`config.mk`:
```
export PLATFORM = sky130hd
export DESIGN_NAME = usart_clk_ctrl
export DESIGN_NICKNAME = d
export VERILOG_FILES = /design/src/rtl/usart_pkg.sv /design/src/rtl/usart_edge_sync.sv /design/src/rtl/usart_clk_ctrl.sv
export SDC_FILE = /design/constraint.sdc
export NUM_CORES = 1
export LEC_CHECK = 0
export ABC_AREA = 1
export CAP_MARGIN = 10
export CORE_AREA = 3 3 76 78
export DETAILED_ROUTE_END_ITERATION = 6
export DIE_AREA = 0 0 79 81
export SLEW_MARGIN = 10
export SYNTH_ARGS = -nofsm -noshare
export SYNTH_HDL_FRONTEND = slang
export SYNTH_HIERARCHICAL = 1
export SYNTH_SLANG_ARGS = --single-unit
```
`constraint.sdc`:
```
create_clock -name CPUClk -period 2.8 [get_ports CPUClk]
set_clock_uncertainty 0.05 [all_clocks]
set_input_delay 0.56 -clock CPUClk [delete_from_list [all_inputs] [get_ports CPUClk]]
set_output_delay 0.56 -clock CPUClk [all_outputs]
set_load 0.03 [all_outputs]
```
`src/rtl/usart_pkg.sv`:
```
// Shared definitions for the USART clock controller: FSM encoding,
// CfgData field positions and the applied-configuration record.
package usart_pkg;

  typedef enum logic [1:0] {
    ST_RUN       = 2'd0,
    ST_WAIT_IDLE = 2'd1,
    ST_HOLD      = 2'd2,
    ST_LOCK      = 2'd3
  } ctrlState_e;

  localparam int CFG_MODE_BIT = 5;
  localparam int CFG_SYNC_BIT = 4;
  localparam int CFG_BAUD_MSB = 3;
  localparam int CFG_BAUD_LSB = 0;

  localparam logic [3:0] MAX_BAUD = 4'd13;

  // Bit layout deliberately matches CfgData so a write can be cast directly.
  typedef struct packed {
    logic       mode;
    logic       sync;
    logic [3:0] baud;
  } genCfg_t;

  // Baudrate codes 14 and 15 have no generator setting and are rejected.
  function automatic logic cfgIsValid(input logic [5:0] data);
    return data[CFG_BAUD_MSB:CFG_BAUD_LSB] <= MAX_BAUD;
  endfunction

endpackage

```
`src/rtl/usart_edge_sync.sv`:
```
// Brings the asynchronous generator clock into the CPUClk domain and
// produces a one-cycle pulse for each rising edge.
module usart_edge_sync
  import usart_pkg::*;
(
  input  logic clk_i,
  input  logic rst_ni,
  input  logic async_i,
  output logic rise_o
);

  // [0] and [1] form the two-flop synchronizer, [2] holds the previous synced level.
  logic [2:0] sync_q;

  // Shift the raw level through the synchronizer and edge register.
  always_ff @(posedge clk_i or negedge rst_ni) begin
    if (!rst_ni) begin
      sync_q <= '0;
    end else begin
      sync_q <= {sync_q[1:0], async_i};
    end
  end

  assign rise_o = sync_q[1] & ~sync_q[2];

endmodule

```
`src/rtl/usart_clk_ctrl.sv`:
```
// Configuration owner and tick sequencer for USART_GENClock: defers config
// writes to a safe point, resets the generator, waits for lock and turns
// generator edges into TxTick/RxTick enables.
module usart_clk_ctrl
  import usart_pkg::*;
#(
  parameter int HOLD_CYCLES  = 4,
  parameter int OVERSAMPLE   = 16,
  parameter int LOCK_TIMEOUT = 65535,
  parameter int TMO_W        = 16
) (
  input  logic       CPUClk,
  input  logic       Reset_n,
  input  logic       CfgWr,
  input  logic [5:0] CfgData,
  input  logic       TxBusy,
  input  logic       RxBusy,
  input  logic       InClk,
  output logic       GenReset,
  output logic       GenMode,
  output logic       GenSync,
  output logic [3:0] GenBaudrate,
  output logic       TxTick,
  output logic       RxTick,
  output logic       CfgBusy,
  output logic       CfgErr,
  output logic       LockErr
);

  localparam int HOLD_W = (HOLD_CYCLES > 1) ? $clog2(HOLD_CYCLES) : 1;
  localparam int DIV_W  = $clog2(OVERSAMPLE);

  localparam logic [HOLD_W-1:0] HOLD_LAST = HOLD_W'(HOLD_CYCLES - 1);
  localparam logic [DIV_W-1:0]  DIV_LAST  = DIV_W'(OVERSAMPLE - 1);
  localparam logic [TMO_W-1:0]  TMO_LAST  = TMO_W'(LOCK_TIMEOUT);

  ctrlState_e        state_q, state_d;
  logic [HOLD_W-1:0] holdCnt_q;
  logic [TMO_W-1:0]  tmo_q;
  logic [DIV_W-1:0]  divCnt_q;
  genCfg_t           shadow_q;
  genCfg_t           gen_q;
  logic              genReset_q;
  logic              cfgErr_q;
  logic              lockErr_q;

  logic inRise;
  logic wrValid;
  logic busIdle;
  logic holdDone;
  logic tmoDone;
  logic inRun;

  usart_edge_sync u_edge_sync (
    .clk_i   (CPUClk),
    .rst_ni  (Reset_n),
    .async_i (InClk),
    .rise_o  (inRise)
  );

  assign wrValid  = cfgIsValid(CfgData);
  assign busIdle  = !TxBusy && !RxBusy;
  assign holdDone = (holdCnt_q == HOLD_LAST);
  assign tmoDone  = (tmo_q == TMO_LAST);
  assign inRun    = (state_q == ST_RUN);

  // State register; reset lands in HOLD so the generator comes up through a full bring-up.
  always_ff @(posedge CPUClk or negedge Reset_n) begin
    if (!Reset_n) begin
      state_q <= ST_HOLD;
    end else begin
      state_q <= state_d;
    end
  end

  // Next-state logic for the reconfiguration sequence.
  always_comb begin
    state_d = state_q;
    unique case (state_q)
      ST_RUN:       if (CfgWr && wrValid) state_d = ST_WAIT_IDLE;
      ST_WAIT_IDLE: if (busIdle) state_d = ST_HOLD;
      ST_HOLD:      if (holdDone) state_d = ST_LOCK;
      ST_LOCK:      if (inRise || tmoDone) state_d = ST_RUN;
      default:      state_d = ST_HOLD;
    endcase
  end

  // Config shadow, applied settings, counters and sticky error flags.
  always_ff @(posedge CPUClk or negedge Reset_n) begin
    if (!Reset_n) begin
      holdCnt_q  <= '0;
      tmo_q      <= '0;
      divCnt_q   <= '0;
      shadow_q   <= '0;
      gen_q      <= '0;
      genReset_q <= 1'b1;
      cfgErr_q   <= 1'b0;
      lockErr_q  <= 1'b0;
    end else begin
      unique case (state_q)
        ST_RUN: begin
          if (CfgWr) begin
            if (wrValid) begin
              shadow_q  <= genCfg_t'(CfgData);
              cfgErr_q  <= 1'b0;
              lockErr_q <= 1'b0;
            end else begin
              cfgErr_q <= 1'b1;
            end
          end
          if (inRise && !gen_q.sync) begin
            divCnt_q <= (divCnt_q == DIV_LAST) ? '0 : divCnt_q + DIV_W'(1);
          end
        end
        ST_WAIT_IDLE: begin
          if (CfgWr) begin
            if (wrValid) begin
              shadow_q  <= genCfg_t'(CfgData);
              cfgErr_q  <= 1'b0;
              lockErr_q <= 1'b0;
            end else begin
              cfgErr_q <= 1'b1;
            end
          end
          if (busIdle) begin
            gen_q      <= (CfgWr && wrValid) ? genCfg_t'(CfgData) : shadow_q;
            genReset_q <= 1'b1;
            holdCnt_q  <= '0;
          end
        end
        ST_HOLD: begin
          if (CfgWr) cfgErr_q <= 1'b1;
          holdCnt_q <= holdCnt_q + HOLD_W'(1);
          if (holdDone) begin
            genReset_q <= 1'b0;
            tmo_q      <= '0;
          end
        end
        ST_LOCK: begin
          if (CfgWr) cfgErr_q <= 1'b1;
          tmo_q <= tmo_q + TMO_W'(1);
          if (inRise) begin
            divCnt_q <= '0;
          end else if (tmoDone) begin
            divCnt_q  <= '0;
            lockErr_q <= 1'b1;
          end
        end
        default: ;
      endcase
    end
  end

  // Tick enables and busy flag decoded from the current state.
  always_comb begin
    RxTick  = inRun && inRise;
    TxTick  = inRun && inRise && (gen_q.sync || (divCnt_q == DIV_LAST));
    CfgBusy = !inRun;
  end

  assign GenReset    = genReset_q;
  assign GenMode     = gen_q.mode;
  assign GenSync     = gen_q.sync;
  assign GenBaudrate = gen_q.baud;
  assign CfgErr      = cfgErr_q;
  assign LockErr     = lockErr_q;

endmodule

```
==> results of run 1 <==
==> critical path, delay by kind of cell, from the launching register on <==
kind            cells  cell delay, ns
buf+inv             3            0.84
simple gates        1            0.09
compound gates      1            0.12
fa+ha+maj           1            0.24
flops               1            0.43
==> cell families after synthesis <==
kind of cell               Yosys count
AOI/OAI and AO/OA                   39
and+or+nand+nor                    165
buffers and inverters               44
adders and majority gates            7
DFF                                 42
==> registers in the layout, summed over array words and instances (netlist names) <==
register            count
GenMode                 1
CfgErr                  1
GenSync                 1
GenReset                1
LockErr                 1
divCnt_q                4
u_edge_sync/sync_q      3
tmo_q                  16
shadow_q                6
GenBaudrate             4
holdCnt_q               2
state_q                 2
==> layout by cell type (no fill, tap or decap), types with 2 or more instances in the layout <==
master / n
inv_2: 4
clkdlybuf4s50_1: 22
inv_1: 36
nor2_1: 29
ha_1: 7
nor3_1: 3
a21oi_1: 17
nor3_2: 2
o21ai_1: 3
nor2_2: 2
nand3_1: 17
o21ai_0: 13
buf_4: 2
dfrtp_1: 40
nand4_1: 7
nand2_1: 95
clkbuf_8: 5
o21bai_1: 2
dfstp_2: 2
==> per-stage QoR <==
step	hold slack (ns)	utilization	instances
finish	0.313	0.528	397
global route	0.326	0.528	397
CTS	0.316	0.528	397
detailed placement	0.297	0.506	389
global placement	0.283	0.506	389
floorplan	0.214	-	297
==> final timing paths <==
path / endpoint / slack, ns / cells past startpoint
setup / recovery: TxTick / 0.19 / 6
hold / removal: u_edge_sync/sync_q[1]$_DFF_PN0_ / 0.31 / 0
setup reg to reg: divCnt_q[1]$_DFFE_PN0P_ / 0.78 / 7
hold reg to reg: u_edge_sync/sync_q[1]$_DFF_PN0_ / 0.31 / 0
max in group asynchronous: divCnt_q[0]$_DFFE_PN0P_ / 1.77 / 1
min in group asynchronous: tmo_q[7]$_DFFE_PN0P_ / 0.35 / 1
==> layer usage <==
layer  vias to the layer above  GRT usage  share of wire
met5                         -          0              0
met3                         8     0.0432          0.037
met4                         0     0.0498          0.012
li1                       1004          -              -
met1                       909      0.197           0.45
met2                        28      0.289           0.50
==> final cells by class <==
class | instances | area [sq um] | area share
clock buffers | 6 | 72.6 | 0.0268
clock inverters | 2 | 37.5 | 0.0138
inverters | 41 | 161 | 0.0595
multi-input cells | 211 | 1060 | 0.390
well taps | 70 | 87.6 | 0.0323
repair buffers | 25 | 240 | 0.0886
flip-flops and latches | 42 | 1050 | 0.389
==> report_power, final <==
group          total, mW  internal (mW)  switching [mW]
Combinational       1.16          0.414           0.746
Sequential         0.918          0.795           0.123
Clock              0.478          0.266           0.212
Total               2.56           1.48            1.08
==> impl_metrics.csv, run 1 <==
group,metric,value,unit
finish,fillCellCount,543,
global_route,grt_overflow,0,
route,viasPerCell,4.91,
finish,fin_area,2710,sq um
clock_tree,clock_path_buffers,2,
global_route,grt_pass1_wl,8390,microns
place,gp_congestion,0.747,
power,power,2.56,mW
global_route,grt_pass1_vias,1929,
route,wl,4620,microns
yosys,synth_common_cells,"95 x nand2_1, 40 x dfrtp_1, 36 x inv_1",
timing,setup_viol,0,
floorplanning,die_x,79,microns
clock_tree,clkTransAtPathRegs,0.08,ns
worst_setup_path,r2r_start,"state_q[1]$_DFFE_PN1P_",
route,drt-initial-drc-count,54,
clock_tree,cts_setup_buffers,0,
finish,nets,345,
yosys,synthFlopType,"dfrtp_1",
clock_tree,cts_buffers,5,
yosys,synthAdderAreaFrac,0.0382,
run,maxCapViolations,0,
timing,rsz0062_at_grt,"no",
power,powerDensity,943,nW/um^2
yosys,synth_edf_count,0,
route,drtPass1Iterations,4,
route,wl_per_cell,11.6,microns
worst_setup_path,crit_chain,"inv_1, ha_1, nand2_1, inv_1, o21a_1, clkdlybuf4s50_1",
worst_setup_path,endpoint_kind,"output port",
yosys,yosysTopAreaCell,"dfrtp_1",
timing,max_freq,383,MHz
yosys,synth-compound-area-share,0.0911,
floorplanning,start_util,0.446,
yosys,postSynthCellCount,297,
clock_tree,cts_root_buffer,"clkbuf_8",
yosys,muxShareOfSynthArea,0,
power,total_leakage_power,1.38,nW
min_path,min_path_type,"reg2reg",
yosys,synthTopCellsByArea,"dfrtp_1 44%, nand2_1 16%, inv_1 5.9%, nor2_1 4.7%, ha_1 3.8%",
timing,hold_viol_final,0,
clock_tree,cts_hold_buf,0,
yosys,ys_async_sr_fraction,1.00,
yosys,avgSynthCellArea,7.72,sq um
yosys,synth_area,2290,sq um
place,dpl-instance-area,2600,sq um
clock_tree,clkLatencyLatePin,0.30,ns
worst_setup_path,cpMostUsedCell,"inv_1",
floorplanning,core_area,5140,sq um
route,ant_nets,0,
clock_tree,clkSinkCount,42,
clock_tree,h-tree-depth,2,
worst_setup_path,crit_slowest_cell,"clkdlybuf4s50_1",
timing,timing.final.ws_setup,0.187,ns
timing,min_period,2.61,ns
power,ir_drop,0.541,mV
timing,fin_crit_sh,0.933,
timing,slew-limit-headroom,0.380,
yosys,yosysWarnings,6,
yosys,synth-xor-area-share,0,
route,vias,1949,
worst_setup_path,crit_arrival,2.00,ns
yosys,yosysMostFrequentCell,"nand2_1",
clock_tree,cts-resized-gates,0,
timing,worst_slew_pin_slew,0.931,ns
place,numPortBuffers,23,
floorplanning,pin_count,24,
finish,insertedDiodeCount,0,
global_route,grtUsageTotal,0.164,
place,pre_cts_ws,0.506,ns
floorplanning,die_area,6400,sq um
finish,drive_above_1_share,0.0948,
worst_setup_path,crit_type,"reg2out",
finish,area_delta_synth_final,18.2,%
worst_setup_path,cp.required,2.19,ns
yosys,synth_cell_type_count,34,
status,status,"complete, no violations",
global_route,grt_max_degree,43,
worst_setup_path,startpoint,"state_q[0]$_DFFE_PN0P_",
worst_setup_path,cpPeakStageDelay,0.66,ns
yosys,synth_top_area_frac,0.436,
clock_tree,cts_tree,"yes",
worst_setup_path,critPathMaxFanout,5,
worst_setup_path,cp-start-kind,"register",
timing,tns,0,ns
yosys,ys_ff_latch,42,
yosys,yosys.area_share.simple,0.332,
min_path,hp-start,"u_edge_sync/sync_q[0]$_DFF_PN0_",
yosys,synth_top_family_by_area,"simple AND/OR/NAND/NOR gates",
floorplanning,rows,26,
yosys,syn-num-nets,316,
place,hpwl,3480,microns
yosys,synth_seq_area_share,0.459,
floorplanning,die_height,81,microns
timing,maxSlewViolCount,0,
route,post-route-drc-count,0,
global_route,antenna_found_initial,0,
Note: power is estimated with default switching activity, not from simulation.
==> run 2, diff against run 1 <==
CTS_BUF_LIST = sky130_fd_sc_hd__clkbuf_2 sky130_fd_sc_hd__clkbuf_4 sky130_fd_sc_hd__clkbuf_8   (was unset)
GPL_TIMING_DRIVEN = 1   (was unset)
SKIP_CTS_REPAIR_TIMING = 1   (was unset)
==> run 2 against run 1 <==
Compared with the run above:
- global-route usage is 0.071 points lower
- first-iteration DRC count is 13% lower
- cell count stayed put
- clock-buffer cell count stayed put
- combinational power hardly changed
- largest cell class unchanged
==> impl_metrics.csv, run 2 (same netlist as run 1, synthesis figures left out) <==
group,metric,value,unit
power,power,2.56,mW
worst_setup_path,crit_slowest_cell,"clkdlybuf4s50_1",
route,drt-initial-drc-count,47,
floorplanning,die_area,6400,sq um
finish,final_common_cell,"nand2_1",
clock_tree,cts_tree,"yes",
floorplanning,start_util,0.446,
min_path,worst_hold_path.num_cells,0,
clock_tree,cts_root_buffer,"clkbuf_8",
global_route,grt_overflow,0,
floorplanning,rows,26,
run,maxCapViolations,0,
floorplanning,core_area,5140,sq um
timing,setup_viol,0,
place,dpl-instance-area,2600,sq um
finish,area_delta_synth_final,18.4,%
floorplanning,pin_count,24,
worst_setup_path,cp-start-kind,"register",
finish,fin_area,2720,sq um
timing,max_freq,383,MHz
power,power_frac_clock,0.190,
timing,fin_crit_sh,0.932,
power,power.share.sequential,0.358,
global_route,grtUsageTotal,0.163,
min_path,holdPathEnd,"u_edge_sync/sync_q[1]$_DFF_PN0_",
finish,insertedDiodeCount,0,
worst_setup_path,cpMostUsedCell,"inv_1",
floorplanning,die_height,81,microns
finish,top_regs,"tmo_q x16, shadow_q x6",
global_route,grt_pass1_vias,1918,
finish,top_register,"tmo_q",
timing,min_period,2.61,ns
worst_setup_path,reg2reg_depth,7,
route,viasPerCell,4.93,
timing,worst_slew_pin_slew,0.952,ns
place,gp_congestion,0.747,
power,power.internal,1.48,mW
finish,fillCellCount,541,
route,vias,1958,
worst_setup_path,crit_type,"reg2out",
finish,multi_input_area,1060,sq um
timing,hold_viol_final,0,
power,switchingPower,1.08,mW
timing,tns,0,ns
timing,rsz0062_at_grt,"no",
worst_setup_path,reg2reg_slack,0.78,ns
worst_setup_path,r2r_start,"state_q[1]$_DFFE_PN1P_",
power,power_frac_comb,0.452,
route,wl,4630,microns
worst_setup_path,r2r_end,"divCnt_q[1]$_DFFE_PN0P_",
finish,nets,345,
timing,whs,0.313,ns
clock_tree,clock_path_buffers,2,
timing,slew-limit-headroom,0.366,
route,drtPass1Iterations,4,
clock_tree,h-tree-depth,2,
clock_tree,clkLatencyLatePin,0.29,ns
power,swShare,0.421,
clock_tree,clkTransAtPathRegs,0.08,ns
global_route,grt_pass1_wl,8340,microns
place,numPortBuffers,23,
status,status,"complete, no violations",
worst_setup_path,cp.required,2.19,ns
route,ant_nets,0,
worst_setup_path,endpoint_kind,"output port",
global_route,antenna_found_initial,0,
clock_tree,cts_buffers,5,
floorplanning,die_x,79,microns
power,total_leakage_power,1.38,nW
place,hpwl,3480,microns
route,wl_per_cell,11.7,microns
worst_setup_path,crit_chain,"inv_1, ha_1, nand2_1, inv_1, o21a_1, clkdlybuf4s50_1",
finish,fin_util,0.528,
power,ir_drop,0.542,mV
clock_tree,clkSinkCount,42,
min_path,hp-start,"u_edge_sync/sync_q[0]$_DFF_PN0_",
timing,maxSlewViolCount,0,
finish,register_area,1050,sq um
finish,largest_register_ffs,16,
route,post-route-drc-count,0,
worst_setup_path,critPathMaxFanout,5,
finish,mostFrequentLayoutCells,"95 x nand2_1, 40 x dfrtp_1, 36 x inv_1",
power,powerDensity,945,nW/um^2
finish,drive_above_1_share,0.0979,
min_path,min_path_type,"reg2reg",
worst_setup_path,crit_arrival,2.00,ns
worst_setup_path,cpPeakStageDelay,0.66,ns
global_route,grt_max_degree,43,
## run 2: cell types whose count changed in the layout (fill, tap and decap cells not counted)
| cell | delta |
|---|---|
| clkbuf_1 | -1 |
| clkbuf_4 | +1 |
## run 2: critical path: cells and delay by family, from the launching register on
kind,cells,cell delay (ns)
buffers and inverters,3,0.84
DFF,1,0.43
adders and majority gates,1,0.23
AOI/OAI and AO/OA,1,0.12
and+or+nand+nor,1,0.09
## run 2: worst max-delay path by stage
| stage | start | slack (ns) | to |
|---|---|---|---|
| after global routing | state_q[0]$_DFFE_PN0P_ | 0.05 | TxTick |
| after detailed placement | state_q[0]$_DFFE_PN0P_ | 0.51 | TxTick |
| final | state_q[0]$_DFFE_PN0P_ | 0.19 | TxTick |
| after global placement | state_q[1]$_DFFE_PN1P_ | 0.57 | TxTick |
| after CTS | state_q[0]$_DFFE_PN0P_ | 0.17 | TxTick |
| after floorplan | state_q[0]$_DFFE_PN0P_ | 0.89 | TxTick |
## run 2: power groups by stage
| stage | Combinational (mW) | Sequential (mW) | Clock, mW |
|---|---|---|---|
| 4_1_cts | 1.18 | 0.920 | 0.509 |
| 3_3_place_gp | 1.16 | 0.924 | 0 |
| 5_1_grt | 1.30 | 0.943 | 0.530 |
| 6_report | 1.16 | 0.918 | 0.487 |
| 3_5_place_dp | 1.18 | 0.926 | 0 |
| 2_1_floorplan | 0.725 | 1.03 | 0 |
## run 2: stage by stage
stage | worst slack, ns | cells
after floorplan | 0.892 | 297
after CTS | 0.167 | 397
after global placement | 0.565 | 389
after detailed placement | 0.506 | 389
final | 0.190 | 397
after global routing | 0.0498 | 397
## run 2: area by class of cell
class | instances | area share
clock buffers | 6 | 0.0281
clock inverters | 2 | 0.0138
flip-flops and latches | 42 | 0.388
multi-input cells | 211 | 0.390
inverters | 41 | 0.0594
well taps | 70 | 0.0323
repair buffers | 25 | 0.0885
## run 2: routing by layer
layer / track usage / wire length, microns / vias to the layer above
met5: 0 / 0 / -
met4: 0.0498 / 62 / 0
met3: 0.0432 / 170 / 10
met2: 0.287 / 2300 / 30
met1: 0.197 / 2100 / 914
li1: - / - / 1004
==> run 3, diff against run 2 <==
TNS_END_PERCENT = 50   (was unset)
==> results of run 3 <==
Final layout, timing and power as in run 2 (identical DEF).
